File: src/rtl/updown_step_decoder.sv
`default_nettype none
// ============================================================================
// Module      : updown_step_decoder
// Description : Receive-side decoder for a 2-bit up/down counter. Samples the
//               counter state every clock, infers +1/-1 steps, accumulates a
//               wrapping position, flags stalls and latches illegal 2-step
//               jumps until cleared by err_clr.
// Option      : UPDOWN_STEP_DECODER_OVF_EN adds the sticky pos_ovf output,
//               set whenever pos wraps in either direction.
// Revision    : 1.0 - initial release
// ============================================================================
module updown_step_decoder #(
  parameter int POS_W      = 8,
  parameter int HOLD_LIMIT = 4
) (
  input  logic             clk,
  input  logic             reset,
  input  logic [1:0]       cnt_in,
  input  logic             err_clr,
  output logic [POS_W-1:0] pos,
  output logic             dir,
  output logic             step,
  output logic             stalled,
  output logic             fault
`ifdef UPDOWN_STEP_DECODER_OVF_EN
  ,
  output logic             pos_ovf
`endif
);

  // HOLD_LIMIT is clamped into the range the 8-bit hold counter can represent.
  localparam int HOLD_CLAMP = (HOLD_LIMIT < 1)   ? 1   :
                              (HOLD_LIMIT > 255) ? 255 : HOLD_LIMIT;
  localparam logic [7:0]       HOLD_MAX = 8'(HOLD_CLAMP);
  localparam logic [POS_W-1:0] POS_ONE  = POS_W'(1);
  localparam logic [POS_W-1:0] POS_MAX  = {POS_W{1'b1}};
  localparam logic [POS_W-1:0] POS_MIN  = '0;

  typedef enum logic [1:0] {
    ACQ   = 2'd0,
    TRACK = 2'd1,
    FAULT = 2'd2
  } state_t;

  state_t           state;
  state_t           state_nxt;
  logic [1:0]       prev;
  logic [7:0]       hold_cnt;

  logic [POS_W-1:0] pos_nxt;
  logic             dir_nxt;
  logic             step_nxt;
  logic             stalled_nxt;
  logic             fault_nxt;
  logic [7:0]       hold_nxt;
  logic [1:0]       delta;
  logic             wrap_up;
  logic             wrap_dn;

  // Modular distance from the previous sample; 2-bit subtraction wraps mod 4.
  assign delta   = cnt_in - prev;
  assign wrap_up = (pos == POS_MAX);
  assign wrap_dn = (pos == POS_MIN);

`ifdef UPDOWN_STEP_DECODER_OVF_EN
  logic ovf_nxt;

  // Sticky wrap flag: set on any accepted step that wraps, cleared by err_clr
  // in every state (clear wins over a simultaneous wrap).
  always_comb begin
    ovf_nxt = pos_ovf;
    if (state == TRACK) begin
      if ((delta == 2'd1 && wrap_up) || (delta == 2'd3 && wrap_dn)) begin
        ovf_nxt = 1'b1;
      end
    end
    if (err_clr) begin
      ovf_nxt = 1'b0;
    end
  end

  // Overflow flag register.
  always_ff @(posedge clk) begin
    if (reset) begin
      pos_ovf <= 1'b0;
    end else begin
      pos_ovf <= ovf_nxt;
    end
  end
`endif

  // Next-state and next-output decode; every target gets a default first.
  always_comb begin
    state_nxt   = state;
    pos_nxt     = pos;
    dir_nxt     = dir;
    step_nxt    = 1'b0;
    stalled_nxt = stalled;
    fault_nxt   = fault;
    hold_nxt    = hold_cnt;

    case (state)
      // First sample after reset only seeds prev; it can never be a step.
      ACQ: begin
        stalled_nxt = 1'b0;
        hold_nxt    = 8'd0;
        state_nxt   = TRACK;
      end

      TRACK: begin
        case (delta)
          2'd1: begin
            pos_nxt     = pos + POS_ONE;
            dir_nxt     = 1'b0;
            step_nxt    = 1'b1;
            hold_nxt    = 8'd0;
            stalled_nxt = 1'b0;
          end
          2'd3: begin
            pos_nxt     = pos - POS_ONE;
            dir_nxt     = 1'b1;
            step_nxt    = 1'b1;
            hold_nxt    = 8'd0;
            stalled_nxt = 1'b0;
          end
          2'd0: begin
            // Saturating hold count; stalled rises on the compare that
            // reaches the limit and stays until the next accepted step.
            if (hold_cnt < HOLD_MAX) begin
              hold_nxt = hold_cnt + 8'd1;
              if (hold_cnt + 8'd1 == HOLD_MAX) begin
                stalled_nxt = 1'b1;
              end
            end
          end
          default: begin
            // A 2-step jump means the sampler missed a transition.
            fault_nxt = 1'b1;
            hold_nxt  = 8'd0;
            state_nxt = FAULT;
          end
        endcase
      end

      // Frozen until software acknowledges; prev keeps following cnt_in so
      // the first compare after the clear sees no spurious step.
      FAULT: begin
        hold_nxt = 8'd0;
        if (err_clr) begin
          fault_nxt = 1'b0;
          state_nxt = TRACK;
        end
      end

      default: begin
        state_nxt = ACQ;
      end
    endcase
  end

  // State and output registers; reset overrides everything.
  always_ff @(posedge clk) begin
    if (reset) begin
      state    <= ACQ;
      prev     <= 2'd0;
      hold_cnt <= 8'd0;
      pos      <= '0;
      dir      <= 1'b0;
      step     <= 1'b0;
      stalled  <= 1'b0;
      fault    <= 1'b0;
    end else begin
      state    <= state_nxt;
      prev     <= cnt_in;
      hold_cnt <= hold_nxt;
      pos      <= pos_nxt;
      dir      <= dir_nxt;
      step     <= step_nxt;
      stalled  <= stalled_nxt;
      fault    <= fault_nxt;
    end
  end

endmodule
`default_nettype wire

File: config.mk
export PLATFORM = sky130hd
export DESIGN_NAME = updown_step_decoder
export DESIGN_NICKNAME = d
export VERILOG_FILES = /design/src/rtl/updown_step_decoder.sv
export SDC_FILE = /design/constraint.sdc
export NUM_CORES = 1
export LEC_CHECK = 0
export BUFFER_PORTS_ARGS = -buffer_cell sky130_fd_sc_hd__buf_2
export CAP_MARGIN = 25
export CORE_UTILIZATION = 59
export CTS_CLUSTER_SIZE = 16
export DETAILED_ROUTE_END_ITERATION = 10
export PLACE_DENSITY = 0.88
export SETUP_SLACK_MARGIN = 0.05
export SLEW_MARGIN = 20
export SYNTH_ARGS = -nofsm -noshare
export SYNTH_HDL_FRONTEND = slang
export SYNTH_SLANG_ARGS = --single-unit
File: constraint.sdc
create_clock -name clk -period 3.2 [get_ports clk]
set_input_delay 0 -clock clk [delete_from_list [all_inputs] [get_ports clk]]
set_output_delay 0 -clock clk [all_outputs]
set_load 0.005 [all_outputs]
# Yosys cells after proc, flatten, opt, wreduce, memory -nomap -nowiden
# Cells that the tools add are included.
[totals]
ff_bits = 24
output_inout_bits = 12
elab_cells = 55
input_bits = 5
[classes]
n_lt_le_gt_ge = 1
eq_ne = 10
bitwise_logic = 1
n_reduce_logical = 15
muxes = 16
n_addsub = 4
[op_table]
columns = ["operator", "n"]
rows = [
  ["8-bit case mux with 2 select lines", 2],
  ["8-bit by 1-bit adder with 8-bit output (second input constant)", 2],
  ["8-bit two-way mux", 2],
  ["3-bit inequality test (second input constant)", 3],
  ["8-bit by 3-bit equality test with 1-bit output (second input constant)", 1],
  ["8-bit by 3-bit < comparator with 1-bit output (second input constant)", 1],
  ["1-bit case mux with 2 select lines", 4],
  ["2-bit nonzero test", 4],
  ["8-bit by 1-bit subtractor with 8-bit output (second input constant)", 1],
  ["2-bit case mux with 3 select lines", 1],
  ["2-bit AND reduction", 3],
  ["2-bit OR reduction", 3],
  ["1-bit two-way mux", 5],
  ["2-bit by 1-bit equality test with 1-bit output (second input constant)", 2],
  ["2-bit equality test (second input constant)", 2],
  ["2-bit logical NOT", 2],
  ["2-bit two-way mux", 2],
  ["2-bit inequality test (second input constant)", 2],
  ["4-bit AND reduction", 1],
  ["3-bit AND reduction", 1],
  ["3-bit OR reduction", 1],
  ["2-bit subtractor", 1],
  ["1-bit NOT", 1],
]

# Longest topological paths before layout
[logic_depth]
depth_word = 6
depth_mapped = 10
ltp_nobuf = 10

# Worst setup path before layout
# OpenSTA, ideal clock, no wires.
[synth_timing]
kind = "register -> register"
startpoint = "register prev[1]"
endpoint = "register pos[6]"
slack_ps = 1004
period_less_slack_ps = 2196
setup_time_ps = 123
n_path_buf = 0
t_arrival_ps = 2073
path_stages_with_launch = 9
required_ps = 3077
cell_sequence = "dfxtp_1 > xnor3_1 > nor2_4 > xor2_1 > ha_1 > nand2_1 > a2111oi_0 > a31o_2 > mux2_1"
[synth_between]
elab_chain_len = 4
elab_cells_between_ends = 6
classes_between = "add/sub (1); eq/ne (2); mux (1); reduce/logical (2)"
[synth_rtl]
columns = ["element", "line_no", "rtl"]
rows = [
  ["from (decl)", "47", "logic [1:0] prev;"],
  ["from (signal assigned)", "174", "prev <= cnt_in;"],
  ["2-bit subtractor (*)", "61", "assign delta = cnt_in - prev;"],
  ["2-bit equality test / 2-bit by 1-bit equality test with 1-bit output (equally long branches)", "111", "case (delta)"],
  ["2-bit nonzero test (no line)", "-", ""],
  ["2-bit AND reduction (no line)", "-", ""],
  ["to (signal assigned)", "176", "pos <= pos_nxt;"],
  ["to (decl)", "20", "output logic [POS_W-1:0] pos,"],
]
# Every way passes the cells marked *; elsewhere a longest branch is shown, timed or not.
# A chain may end at the register's enable or synchronous reset.

# Worst setup path after layout
[layout_timing]
startpoint = "input port cnt_in[0]"
endpoint = "register pos[6]"
[layout_between]
elab_chain_len = 4
elab_cells_between_ends = 6
classes_between = "add/sub (1); eq/ne (2); mux (1); reduce/logical (2)"
[layout_rtl]
columns = ["element", "line_no", "rtl"]
rows = [
  ["from (decl)", "18", "input logic [1:0] cnt_in,"],
  ["2-bit subtractor (*)", "61", ""],
  ["2-bit equality test / 2-bit by 1-bit equality test with 1-bit output (equally long branches)", "111", ""],
  ["2-bit nonzero test (no line)", "-", ""],
  ["2-bit AND reduction (no line)", "-", ""],
]
# Marked as above.

==> qor.yml <==
grt:
  first_global_vias: 931
  grt_pass1_wl_mm: 3.919
  overflow: 0
  antenna_found_initial: 0
  grt_use_total: 0.2521
  grt_max_degree: 25
synthesis:
  syn_inst: 138
  yosys-top-cells-area: "dfxtp_1 (39%), nor2_1 (5.8%), nor2b_1 (4.6%)"
  synth.cell_area_sq_mm: 0.001224
  synth_edf_count: 0
  yosysUniqueCellTypes: 39
  seq_area_frac_synth: 0.3926
  synth_ff_type: "dfxtp_1"
  synth_nets: 147
  synth-seq-cells: 24
  yosysTopAreaCell: "dfxtp_1"
  syn_avg_cell_area_sq_um: 8.867
  synth-async-reset-ratio: 0
  synth.top_cell.area_share: 0.3926
  ys_warn_count: 0
cts:
  insertion_delay_ps: 330
  clock_sinks: 24
  cts.htree.levels: 1
  clk_pin_slew_ps: 140
  cts_tree: "built"
  cts.path.max_buffers: 2
  root_buffer: "clkbuf_4"
  cts_made_buffers: 3
setup_path:
  crit_chain: "dlygate4sd3_1 > buf_2 > inv_1 > ha_1 > xnor3_1 > nor2_4 > xor2_1 > ha_1 > nand2_1 > a2111oi_0 > a31o_2 > mux2_1"
  rr_worst_depth: 9
  slowest_stage: "dlygate4sd3_1"
  startpoint_type: "input port"
  cp-end-kind: "flip-flop"
  startpoint: "cnt_in[0]"
  cpPeakStageDelay_ps: 540
  worstPathArrival_ps: 2770
  cpMostUsedCell: "ha_1"
  crit_family: "buffers and inverters"
  cp_max_fo: 7
  worstPathRequired_ps: 3440
  crit_buf_inv: 3
  r2r_setup_slack_ps: 720
  regToRegEndpoint: "pos[6]"
  regToRegStartpoint: "prev[0]"
  crit_type: "in2reg"
route:
  firstDrtPassIters: 4
  vias_per_cell: 5.983
  wirelength_mm: 2.616
  drc: 0
  drtAntennaViolNets: 0
  routed-via-count: 1083
  avgRoutedWirePerCell_um: 14.45
  drtIter0Drc: 24
worst_hold_path:
  hold_path_end: "state[1]"
  hp-class: "in2reg"
  hold_start: "err_clr"
  worstHoldPathCells: 3
timing:
  worst_pin_slew_ps: 520.0
  hold_viol: 0
  fmax_mhz: 394.3
  slew_headroom: 0.6502
  setup_tns_ps: 0
  fin_hold_ws_ps: 28.65
  period_share: 0.7925
  setup_violations: 0
  rsz0062_at_grt: "no"
  clock_skew_ps: 15.12
  drv_slew: 0
  min_period_ps: 2536
placed_design:
  placed_cells: 175
  gp_congestion: 0.8953
  hpwl_mm: 1.776
  numPortBuffers: 16
floorplanning:
  core_area_sq_mm: 0.001962
  ioPinCount: 17
  dieArea_sq_mm: 0.002260
  start_util: 0.6237
  die_width_um: 47.54
  rows: 16
  fp.dieH_um: 47.54
status:
  status: "completed"
flow_run:
  cap_violations: 0
layout:
  final_cells: 181
  final_cell_mix: "dfxtp_1 (24), nor2_1 (19), buf_2 (16), nand2_1 (10), nor2b_1 (9)"
  drive_gt1_frac: 0.1948
  num-nets-final: 164
  nFillCells: 153
  area_growth_syn_to_layout_pct: 12.78
  layout_commonest_cell: "dfxtp_1"
  diodes: 0
pwr:
  vdd_ir_drop_max_v: 0.0003856
  power_density_mw_per_mm2: 486.8
  leakage_nw: 0.6228
cells in the mapped netlist, types with 4 or more instances:
master and instances:
nor2b_1 9, a21oi_1 8, nand4_1 5, nor2_1 19, clkbuf_1 4, o21ai_0 5, dfxtp_1 24, nor3_1 4
ha_1 4, and3_1 5, nand2_1 10
sequential cells by signal (all words and copies together) (netlist names):
name	cells
state	2
pos	8
hold_cnt	8
fault	1
prev	2
dir	1
step	1
stalled	1
worst reg2reg max path: cells and delay by family (launching register included):
kind / cells / cell delay, ps
AO/OA/AOI/OAI: 2 / 460
flip-flops: 1 / 360
adder cells (fa/ha/maj): 2 / 460
AND/OR/NAND/NOR: 2 / 260
XOR/XNOR: 2 / 520
multiplexers: 1 / 310
kinds of logic after synthesis:
family | synth area share
buf+inv | 0.03066
flops | 0.3926
fa+ha+maj | 0.04090
compound gates | 0.1268
mux | 0.05521
xor+xnor | 0.05931
simple gates | 0.2945
stage by stage:
step / worst slack [ps] / instance area [sq um] / total power, W / util
2_1_floorplan: 1004 / 1224 / 0.0004192 / -
3_3_place_gp: 915.7 / 1308 / 0.0004407 / 0.6665
3_5_place_dp: 776.3 / 1308 / 0.0004481 / 0.6665
4_1_cts: 714.1 / 1380 / 0.0006731 / 0.7034
5_1_grt: 470.3 / 1380 / 0.0007032 / 0.7034
6_report: 663.9 / 1380 / 0.0006718 / 0.7034
per-layer routing:
layer  vias to the layer above  part of all wire  global-route usage
met3                         6             0.045             0.03396
met5                         -                 0                   0
met1                       500              0.43              0.3080
li1                        527                 -                   -
met2                        50              0.51              0.4356
met4                         0             0.020              0.1222
report_power, final:
| part | internal [W] | switching (W) |
|---|---|---|
| Clock | 0.000127 | 0.0000970 |
| Sequential | 0.000313 | 0.0000199 |
| Combinational | 0.0000515 | 0.0000637 |
| Total | 0.000491 | 0.000181 |
worst max path at each step:
stage	endpoint	slack, ps	cells past startpoint
after CTS	pos[6]	710	12
after global routing	pos[6]	470	12
after floorplan	pos[6]	1000	8
final	pos[6]	660	12
after global placement	pos[6]	920	8
after detailed placement	pos[6]	780	9
cell type report:
cell class / count / area [sq um] / area share
clock inverters: 1 / 30.03 / 0.02176
well taps: 27 / 33.78 / 0.02448
clock buffers: 3 / 22.52 / 0.01632
multi-input cells: 106 / 705.7 / 0.5113
inverters: 2 / 7.507 / 0.005440
repair buffers: 18 / 100.1 / 0.07253
flip-flops and latches: 24 / 480.5 / 0.3481
timing repair:
| item | 4_1_cts | 5_1_grt |
|---|---|---|
| hold buffers | 2 | 0 |
| resized for setup | 0 | 0 |
| setup buffers | 0 | 0 |
| setup endpoints to repair | 0 | 0 |
| endpoints found under the hold margin | 2 | 0 |
(Power assumes the default switching activity.)
